**src/rtl/hazard_ctrl_if.sv**
```systemverilog
// Pipeline hazard control bundle: ID/EX register-use inputs plus stall/flush controls and counters.
interface hazard_ctrl_if;
  logic [4:0]  id_Rn;
  logic [4:0]  id_Rm;
  logic        id_uses_Rm;
  logic [4:0]  ex_Rd;
  logic        ex_MemRead;
  logic        ex_RegWrite;
  logic        ex_BrTaken;
  logic        pc_write;
  logic        ifid_write;
  logic        ifid_flush;
  logic        idex_bubble;
  logic        stall_active;
  logic [15:0] stall_cnt;
  logic [15:0] flush_cnt;

  modport master (
    output id_Rn, id_Rm, id_uses_Rm, ex_Rd, ex_MemRead, ex_RegWrite, ex_BrTaken,
    input  pc_write, ifid_write, ifid_flush, idex_bubble, stall_active, stall_cnt, flush_cnt
  );

  modport slave (
    input  id_Rn, id_Rm, id_uses_Rm, ex_Rd, ex_MemRead, ex_RegWrite, ex_BrTaken,
    output pc_write, ifid_write, ifid_flush, idex_bubble, stall_active, stall_cnt, flush_cnt
  );
endinterface

```
**src/rtl/hazard_ctrl.sv**
```systemverilog
// Load-use stall / taken-branch flush controller. Define HAZARD_PERF_CNT_EN to build the
// saturating stall/flush event counters; otherwise both counter outputs are tied to zero.
module hazard_ctrl (
  input  logic          clk,
  input  logic          reset,
  hazard_ctrl_if.slave  hz
);

  typedef enum logic [1:0] {
    RUN     = 2'd0,
    LDSTALL = 2'd1,
    FLUSH   = 2'd2
  } state_t;

  state_t r_state;
  state_t w_next;
  logic   w_hazard;
  logic   w_run_flush;
  logic   w_run_stall;

  // Register x31 is the zero register, so a load targeting it never creates a dependency.
  assign w_hazard = hz.ex_MemRead && hz.ex_RegWrite && (hz.ex_Rd != 5'd31) &&
                    ((hz.ex_Rd == hz.id_Rn) || (hz.id_uses_Rm && (hz.ex_Rd == hz.id_Rm)));

  assign w_run_flush = (r_state == RUN) && hz.ex_BrTaken;
  assign w_run_stall = (r_state == RUN) && !hz.ex_BrTaken && w_hazard;

  always_ff @(posedge clk or posedge reset) begin
    if (reset) r_state <= RUN;
    else       r_state <= w_next;
  end

  always_comb begin
    w_next = RUN;
    case (r_state)
      RUN: begin
        if (w_run_flush)      w_next = FLUSH;
        else if (w_run_stall) w_next = LDSTALL;
        else                  w_next = RUN;
      end
      LDSTALL: w_next = hz.ex_BrTaken ? FLUSH : RUN;
      FLUSH:   w_next = RUN;
      default: w_next = RUN;
    endcase
  end

  // Outputs are held low for the whole reset window, independent of the inputs.
  always_comb begin
    hz.pc_write     = 1'b0;
    hz.ifid_write   = 1'b0;
    hz.ifid_flush   = 1'b0;
    hz.idex_bubble  = 1'b0;
    hz.stall_active = 1'b0;
    if (!reset) begin
      case (r_state)
        RUN: begin
          if (w_run_flush) begin
            hz.pc_write    = 1'b1;
            hz.ifid_write  = 1'b1;
            hz.ifid_flush  = 1'b1;
            hz.idex_bubble = 1'b1;
          end else if (w_run_stall) begin
            hz.idex_bubble  = 1'b1;
            hz.stall_active = 1'b1;
          end else begin
            hz.pc_write   = 1'b1;
            hz.ifid_write = 1'b1;
          end
        end
        LDSTALL, FLUSH: begin
          hz.pc_write   = 1'b1;
          hz.ifid_write = 1'b1;
        end
        default: begin
          hz.pc_write   = 1'b0;
          hz.ifid_write = 1'b0;
        end
      endcase
    end
  end

`ifdef HAZARD_PERF_CNT_EN
  logic [15:0] r_stall_cnt;
  logic [15:0] r_flush_cnt;

  always_ff @(posedge clk or posedge reset) begin
    if (reset) begin
      r_stall_cnt <= 16'd0;
      r_flush_cnt <= 16'd0;
    end else begin
      if (w_run_stall && (r_stall_cnt != 16'hFFFF)) r_stall_cnt <= r_stall_cnt + 16'd1;
      if (w_run_flush && (r_flush_cnt != 16'hFFFF)) r_flush_cnt <= r_flush_cnt + 16'd1;
    end
  end

  assign hz.stall_cnt = r_stall_cnt;
  assign hz.flush_cnt = r_flush_cnt;
`else
  assign hz.stall_cnt = 16'd0;
  assign hz.flush_cnt = 16'd0;
`endif

endmodule

```
**src/flat_wrapper.sv**
```systemverilog
// flat-port wrapper written by rule: the top's interface ports become plain ports
module hazard_ctrl_flat 
  (clk, reset, hz_id_Rn, hz_id_Rm, hz_id_uses_Rm, hz_ex_Rd, hz_ex_MemRead, hz_ex_RegWrite, hz_ex_BrTaken, hz_pc_write, hz_ifid_write, hz_ifid_flush, hz_idex_bubble, hz_stall_active, hz_stall_cnt, hz_flush_cnt);
  hazard_ctrl_if hz_i ();
  input  logic clk;
  input  logic reset;
  input wire logic [$bits(hz_i.id_Rn)-1:0] hz_id_Rn;
  input wire logic [$bits(hz_i.id_Rm)-1:0] hz_id_Rm;
  input wire logic [$bits(hz_i.id_uses_Rm)-1:0] hz_id_uses_Rm;
  input wire logic [$bits(hz_i.ex_Rd)-1:0] hz_ex_Rd;
  input wire logic [$bits(hz_i.ex_MemRead)-1:0] hz_ex_MemRead;
  input wire logic [$bits(hz_i.ex_RegWrite)-1:0] hz_ex_RegWrite;
  input wire logic [$bits(hz_i.ex_BrTaken)-1:0] hz_ex_BrTaken;
  output wire logic [$bits(hz_i.pc_write)-1:0] hz_pc_write;
  output wire logic [$bits(hz_i.ifid_write)-1:0] hz_ifid_write;
  output wire logic [$bits(hz_i.ifid_flush)-1:0] hz_ifid_flush;
  output wire logic [$bits(hz_i.idex_bubble)-1:0] hz_idex_bubble;
  output wire logic [$bits(hz_i.stall_active)-1:0] hz_stall_active;
  output wire logic [$bits(hz_i.stall_cnt)-1:0] hz_stall_cnt;
  output wire logic [$bits(hz_i.flush_cnt)-1:0] hz_flush_cnt;
  assign hz_i.id_Rn = hz_id_Rn;
  assign hz_i.id_Rm = hz_id_Rm;
  assign hz_i.id_uses_Rm = hz_id_uses_Rm;
  assign hz_i.ex_Rd = hz_ex_Rd;
  assign hz_i.ex_MemRead = hz_ex_MemRead;
  assign hz_i.ex_RegWrite = hz_ex_RegWrite;
  assign hz_i.ex_BrTaken = hz_ex_BrTaken;
  assign hz_pc_write = hz_i.pc_write;
  assign hz_ifid_write = hz_i.ifid_write;
  assign hz_ifid_flush = hz_i.ifid_flush;
  assign hz_idex_bubble = hz_i.idex_bubble;
  assign hz_stall_active = hz_i.stall_active;
  assign hz_stall_cnt = hz_i.stall_cnt;
  assign hz_flush_cnt = hz_i.flush_cnt;
  hazard_ctrl u_core (.clk(clk), .reset(reset), .hz(hz_i));
endmodule
```
**config.mk**
```make
export PLATFORM = sky130hd
export DESIGN_NAME = hazard_ctrl_flat
export DESIGN_NICKNAME = d
export VERILOG_FILES = /design/src/rtl/hazard_ctrl_if.sv /design/src/rtl/hazard_ctrl.sv /design/src/flat_wrapper.sv
export SDC_FILE = /design/constraint.sdc
export NUM_CORES = 1
export LEC_CHECK = 0
export ABC_AREA = 1
export BUFFER_PORTS_ARGS = -buffer_cell sky130_fd_sc_hd__buf_4
export CELL_PAD_IN_SITES_DETAIL_PLACEMENT = 1
export CELL_PAD_IN_SITES_GLOBAL_PLACEMENT = 1
export CORE_MARGIN = 2
export CORE_UTILIZATION = 22
export CTS_BUF_LIST = sky130_fd_sc_hd__clkbuf_16
export DETAILED_ROUTE_END_ITERATION = 10
export HOLD_SLACK_MARGIN = 0.06
export PLACE_DENSITY = 0.81
export SLEW_MARGIN = 5
export SYNTH_ARGS = -nofsm -noshare
export SYNTH_HDL_FRONTEND = slang
export SYNTH_SLANG_ARGS = --single-unit
```
**constraint.sdc**
```tcl
create_clock -name clk -period 1.4 [get_ports clk]
set_input_delay 0.07 -clock clk [delete_from_list [all_inputs] [get_ports clk]]
set_output_delay 0.07 -clock clk [all_outputs]
set_load 0.005 [all_outputs]
```
### Word-level counts from Yosys, hierarchy flattened

Cells that the tools add are included.

| operators by class | value |
|---|---|
| equality and inequality tests | 5 |
| multiplexer cells | 18 |
| reductions and logical operators | 11 |

Operators by type and width:

| kind | number |
|---|---|
| $mux 1 | 14 |
| $eq 5x5->1 | 2 |
| $logic_and 1x1->1 | 7 |
| $ne 5x5->1 const B | 1 |
| $mux 2 | 2 |
| $pmux 2 s2 | 1 |
| $eq 2x1->1 const B | 1 |
| $eq 2x2->1 const B | 1 |
| $logic_not 2->1 | 1 |
| $pmux 1 s2 | 1 |
| $reduce_or 2->1 | 1 |
| $logic_not 1->1 | 1 |
| $logic_or 1x1->1 | 1 |

| word-level totals | value |
|---|---|
| flip-flop bits (word level) | 2 |
| word-level logic and storage cells | 35 |

### Depth between registers and ports, before layout

| logic depth | value |
|---|---|
| depth in word-level cells | 9 |
| depth in mapped cells | 10 |

### Worst setup path after synthesis

No wires, ideal clock.

| timing | value |
|---|---|
| kind | register to output |
| start | reg u_core.r_state[0] |
| end | out hz_pc_write |
| data arrival time | 1168 ps |
| required time | 1330 ps |
| setup slack | 162 ps |
| stages on the path, launching flop included | 9 |
| cell sequence | dfrtp_1 inv_1 ha_1 nand4_1 nor2_1 nand2_2 nand2_1 a21oi_2 buf_4 |

| on the way | value |
|---|---|
| longest elaborated chain between the ends | 7 |

Ends and longest elaborated chain:

| item | RTL line | RTL |
|---|---|---|
| start: declaration | hazard_ctrl.sv:15 | `state_t r_state;` |
| start signal: assignment | hazard_ctrl.sv:30 | `else r_state <= w_next;` |
| $logic_not 2->1 | -- |  |
| $logic_and 1x1->1 (2 in a row) | hazard_ctrl.sv:26 | `assign w_run_stall = (r_state == RUN) && !hz.ex_BrTaken && w_hazard;` |
| $mux 1 (2 in a row) | -- |  |
| $pmux 1 s2 (*) | -- |  |
| $mux 1 (*) | -- |  |
| end: declaration | flat_wrapper.sv:14 | `output wire logic [$bits(hz_i.pc_write)-1:0] hz_pc_write;` |

Mark *: on every way between the ends. The rest lies on a longest branch, timed or not.

### Worst setup path after layout

| timing | value |
|---|---|
| start | reg u_core.r_state[1] |
| end | out hz_ifid_write |

| on the way | value |
|---|---|
| longest elaborated chain between the ends | 7 |

Ends and longest elaborated chain:

| item | RTL line | RTL |
|---|---|---|
| $logic_not 2->1 | hazard_ctrl.sv:25, hazard_ctrl.sv:26, hazard_ctrl.sv:55 |  |
| $logic_and 1x1->1 (2 in a row) | hazard_ctrl.sv:26 |  |
| $mux 1 | hazard_ctrl.sv:62 | `end else if (w_run_stall) begin` |
| $mux 1 | hazard_ctrl.sv:57 | `if (w_run_flush) begin` |
| $pmux 1 s2 (*) | hazard_ctrl.sv:55 | `case (r_state)` |
| $mux 1 (*) | hazard_ctrl.sv:54 | `if (!reset) begin` |
| end: declaration | flat_wrapper.sv:15 | `output wire logic [$bits(hz_i.ifid_write)-1:0] hz_ifid_write;` |

Marked as above.

==> flow_summary_export.csv <==
group,metric,value,unit
setup_path,r2r-start,"u_core.r_state[1]",
pwr,power_frac_seq,0.093,
min_path,min_path_cells,3,
sta,hold_viol_final,0,
routing,num_vias,615,
yosys,syn_area,633,um2
layout,fill_cells,374,
clock_tree,cts_tree,"yes",
yosys,netlist_top_cells_area,"buf_4 39%, nand2_1 19%, inv_1 11%",
yosys,ys_seq_area_frac,0.0791,
pwr,power.leakage,0.570,nW
yosys,async_flop_share,1.00,
outcome,violations,"negative setup slack",
routing,drtPass1Iterations,4,
yosys,ys_warn_count,0,
sta,period_share,1.05,
pwr,p_int,0.000509,W
placed_design,hpwl,1190,um
setup_path,path_class,"flop to output port",
pwr,total_power,0.000670,W
pwr,swShare,0.240,
pwr,p_comb_frac,0.259,
floorplan,start_util,0.232,
sta,period_needed,1.47,ns
min_path,min_path_type,"input port to flop",
routing,viasPerCell,3.58,
setup_path,cp_data_required_time,1.33,ns
yosys,syn_avg_cell_area,5.76,um2
global_routing,grt-ovfl-total,0,
setup_path,rrSetupSlack,0.23,ns
setup_path,crit_path_top_delay_cell,"dfrtp_1",
sta,finClkSkew,0.00221,ns
run,drv_cap,0,
setup_path,crit_path_end_kind,"output port",
setup_path,cp-start-kind,"flop",
global_routing,grt_first_pass_wirelength,2220,um
global_routing,grt_pass1_vias,566,
yosys,synth_top_area_frac,0.391,
sta,setup_violations,4,
sta,rsz0062_at_grt,"yes",
layout,regArea,50.0,um2
clock_tree,clock_path_buffers,2,
floorplan,dieWidth,57.6,um
clock_tree,htreeDepth,1,
yosys,synth-edff-count,0,
floorplan,die_h,57.6,um
layout,n_antenna_cell,0,
pwr,vdd_drop_max,0.000384,V
routing,route.detailed.drc,0,
global_routing,grt_max_degree,5,
clock_tree,cts_root_buf,"clkbuf_16",
placed_design,portBuffers,25,
floorplan,dieArea,3320,um2
pwr,cellPowerDensity,776,nW/um2
floorplan,io_pins,58,
sta,slew_viol_final,0,
clock_tree,clock_sink_count,2,
global_routing,grt_use_total,0.0885,
min_path,hp-start,"hz_ex_BrTaken",
global_routing,antenna_found_initial,0,
floorplan,rows,19,
layout,utilization,0.316,
pwr,p_switching,0.000161,W
setup_path,crit_path_cell_trace,"inv_2, ha_4, nand4_1, nor2_2, nand2_2, nand2_2, a21oi_2, buf_4",
clock_tree,clock_latency,0.22,ns
yosys,synthFlopType,"dfrtp_1",
yosys,ys_types,15,
layout,top_regs,"u_core.r_state: 2 flops",
pwr,clkPwrFrac,0.648,
yosys,synth_seq_cells,2,
clock_tree,path_clk_slew,0.03,ns
placed_design,post-place-ws,0.0655,ns
setup_path,cpMostUsedCell,"nand2_2",
sta,finalWorstSetupSlack,-0.0662,ns
setup_path,critPathLaunch,"u_core.r_state[1]",
outcome,outcome,"complete, but fails checks",
layout,largest_register_ffs,2,
layout,stdcell_count,172,
floorplan,coreArea,2730,um2
sta,timing.fmax,682,MHz
layout,drive_gt1_frac,0.305,
yosys,synth_top_cell_by_area,"buf_4",
sta,holdWs,0.0949,ns
placed_design,gp_congestion,0.776,
placed_design,dp.cells,164,
setup_path,reg2reg_to,"u_core.r_state[0]",
yosys,yosysMostFrequentCell,"buf_4",
layout,regMostFlops,"u_core.r_state",
layout,syn_to_final_growth,36.4,%
setup_path,cp_max_fo,4,
clock_tree,cts_buffers,3,
setup_path,r2r_cells,7,
layout,final_nets,167,
layout,multi_input_area,397,um2
yosys,netlist_instances,110,
routing,routedWlPerCell,8.34,um
setup_path,cp.arrival,1.40,ns
routing,routed_wl,1430,um
routing,final_antenna_net_count,0,
routing,drt_iter0_drc,11,
yosys,synth_common_cells,"33 x buf_4, 32 x nand2_1, 19 x inv_1",
min_path,hold-path-endpoint,"u_core.r_state[1]",
setup_path,slowest_delay,0.38,ns
[what timing repair did]
| action | in CTS | in global routing |
|---|---|---|
| endpoints found under the setup margin | 4 | 4 |
| buffers inserted | 3 | 1 |
| resized for setup | 5 | 2 |
| hold endpoints to repair | 2 | 0 |
| pin swaps | 5 | 4 |
| hold buffers | 1 | 0 |
[worst max path at each step]
stage	endpoint	depth (start not counted)
6_report	hz_ifid_write	8
5_1_grt	hz_idex_bubble	7
3_3_place_gp	hz_pc_write	8
2_1_floorplan	hz_pc_write	8
4_1_cts	hz_idex_bubble	7
3_5_place_dp	hz_pc_write	8
[worst max-delay path: cells and delay by family, from the launching register on]
| family | cells | cell delay (ns) |
|---|---|---|
| simple gates | 4 | 0.39 |
| flops | 1 | 0.38 |
| buf+inv | 2 | 0.22 |
| fa+ha+maj | 1 | 0.13 |
| compound gates | 1 | 0.05 |
[logic make-up after synthesis]
kind of cell | after synthesis | share of synthesized area
AND/OR/NAND/NOR | 48 | 0.304
flip-flops | 2 | 0.0791
AO/OA/AOI/OAI | 2 | 0.0277
adder cells (fa/ha/maj) | 3 | 0.0593
buffers and inverters | 53 | 0.510
XOR/XNOR | 1 | 0.0138
other | 1 | 0.00592
[cells in the final DEF, fill, tap and decap left out, drive strengths merged]
cell type	count
dfrtp	2
nor2	9
clkbuf	3
nand3	3
nand4	1
or2	1
xnor2	1
conb	32
buf	29
nand2	33
dlygate4sd3	1
inv	20
a21oi	2
nor3	1
ha	3
[per-stage QoR]
step,TNS [ns],cell area (um2)
global route,-0.676,863
floorplan,0,749
detailed placement,0,728
global placement,0,728
CTS,-0.135,851
finish,-0.199,863
[metal layers]
| layer | GRT usage | up-vias | wire [um] |
|---|---|---|---|
| met4 | 0.0598 | 0 | 29 |
| li1 | - | 315 | - |
| met5 | 0 | - | 0 |
| met3 | 0.0290 | 3 | 132 |
| met1 | 0.0822 | 268 | 516 |
| met2 | 0.162 | 29 | 756 |
[power by group through the flow]
stage	Clock [W]	Combinational, W	Sequential, W
4_1_cts	0.000440	0.000169	0.0000625
3_3_place_gp	0	0.000154	0.0000624
2_1_floorplan	0	0.000147	0.0000623
3_5_place_dp	0	0.000155	0.0000626
5_1_grt	0.000451	0.000198	0.0000624
6_report	0.000434	0.000174	0.0000624
[area by class of cell]
class                      count  share of cell area
clock buffer                   3              0.0870
timing repair buffer          30               0.264
sequential                     2              0.0580
tap                           31              0.0449
multi-input combinational     86               0.459
inverter                      20              0.0870
Power figures use the tool's default switching activity.
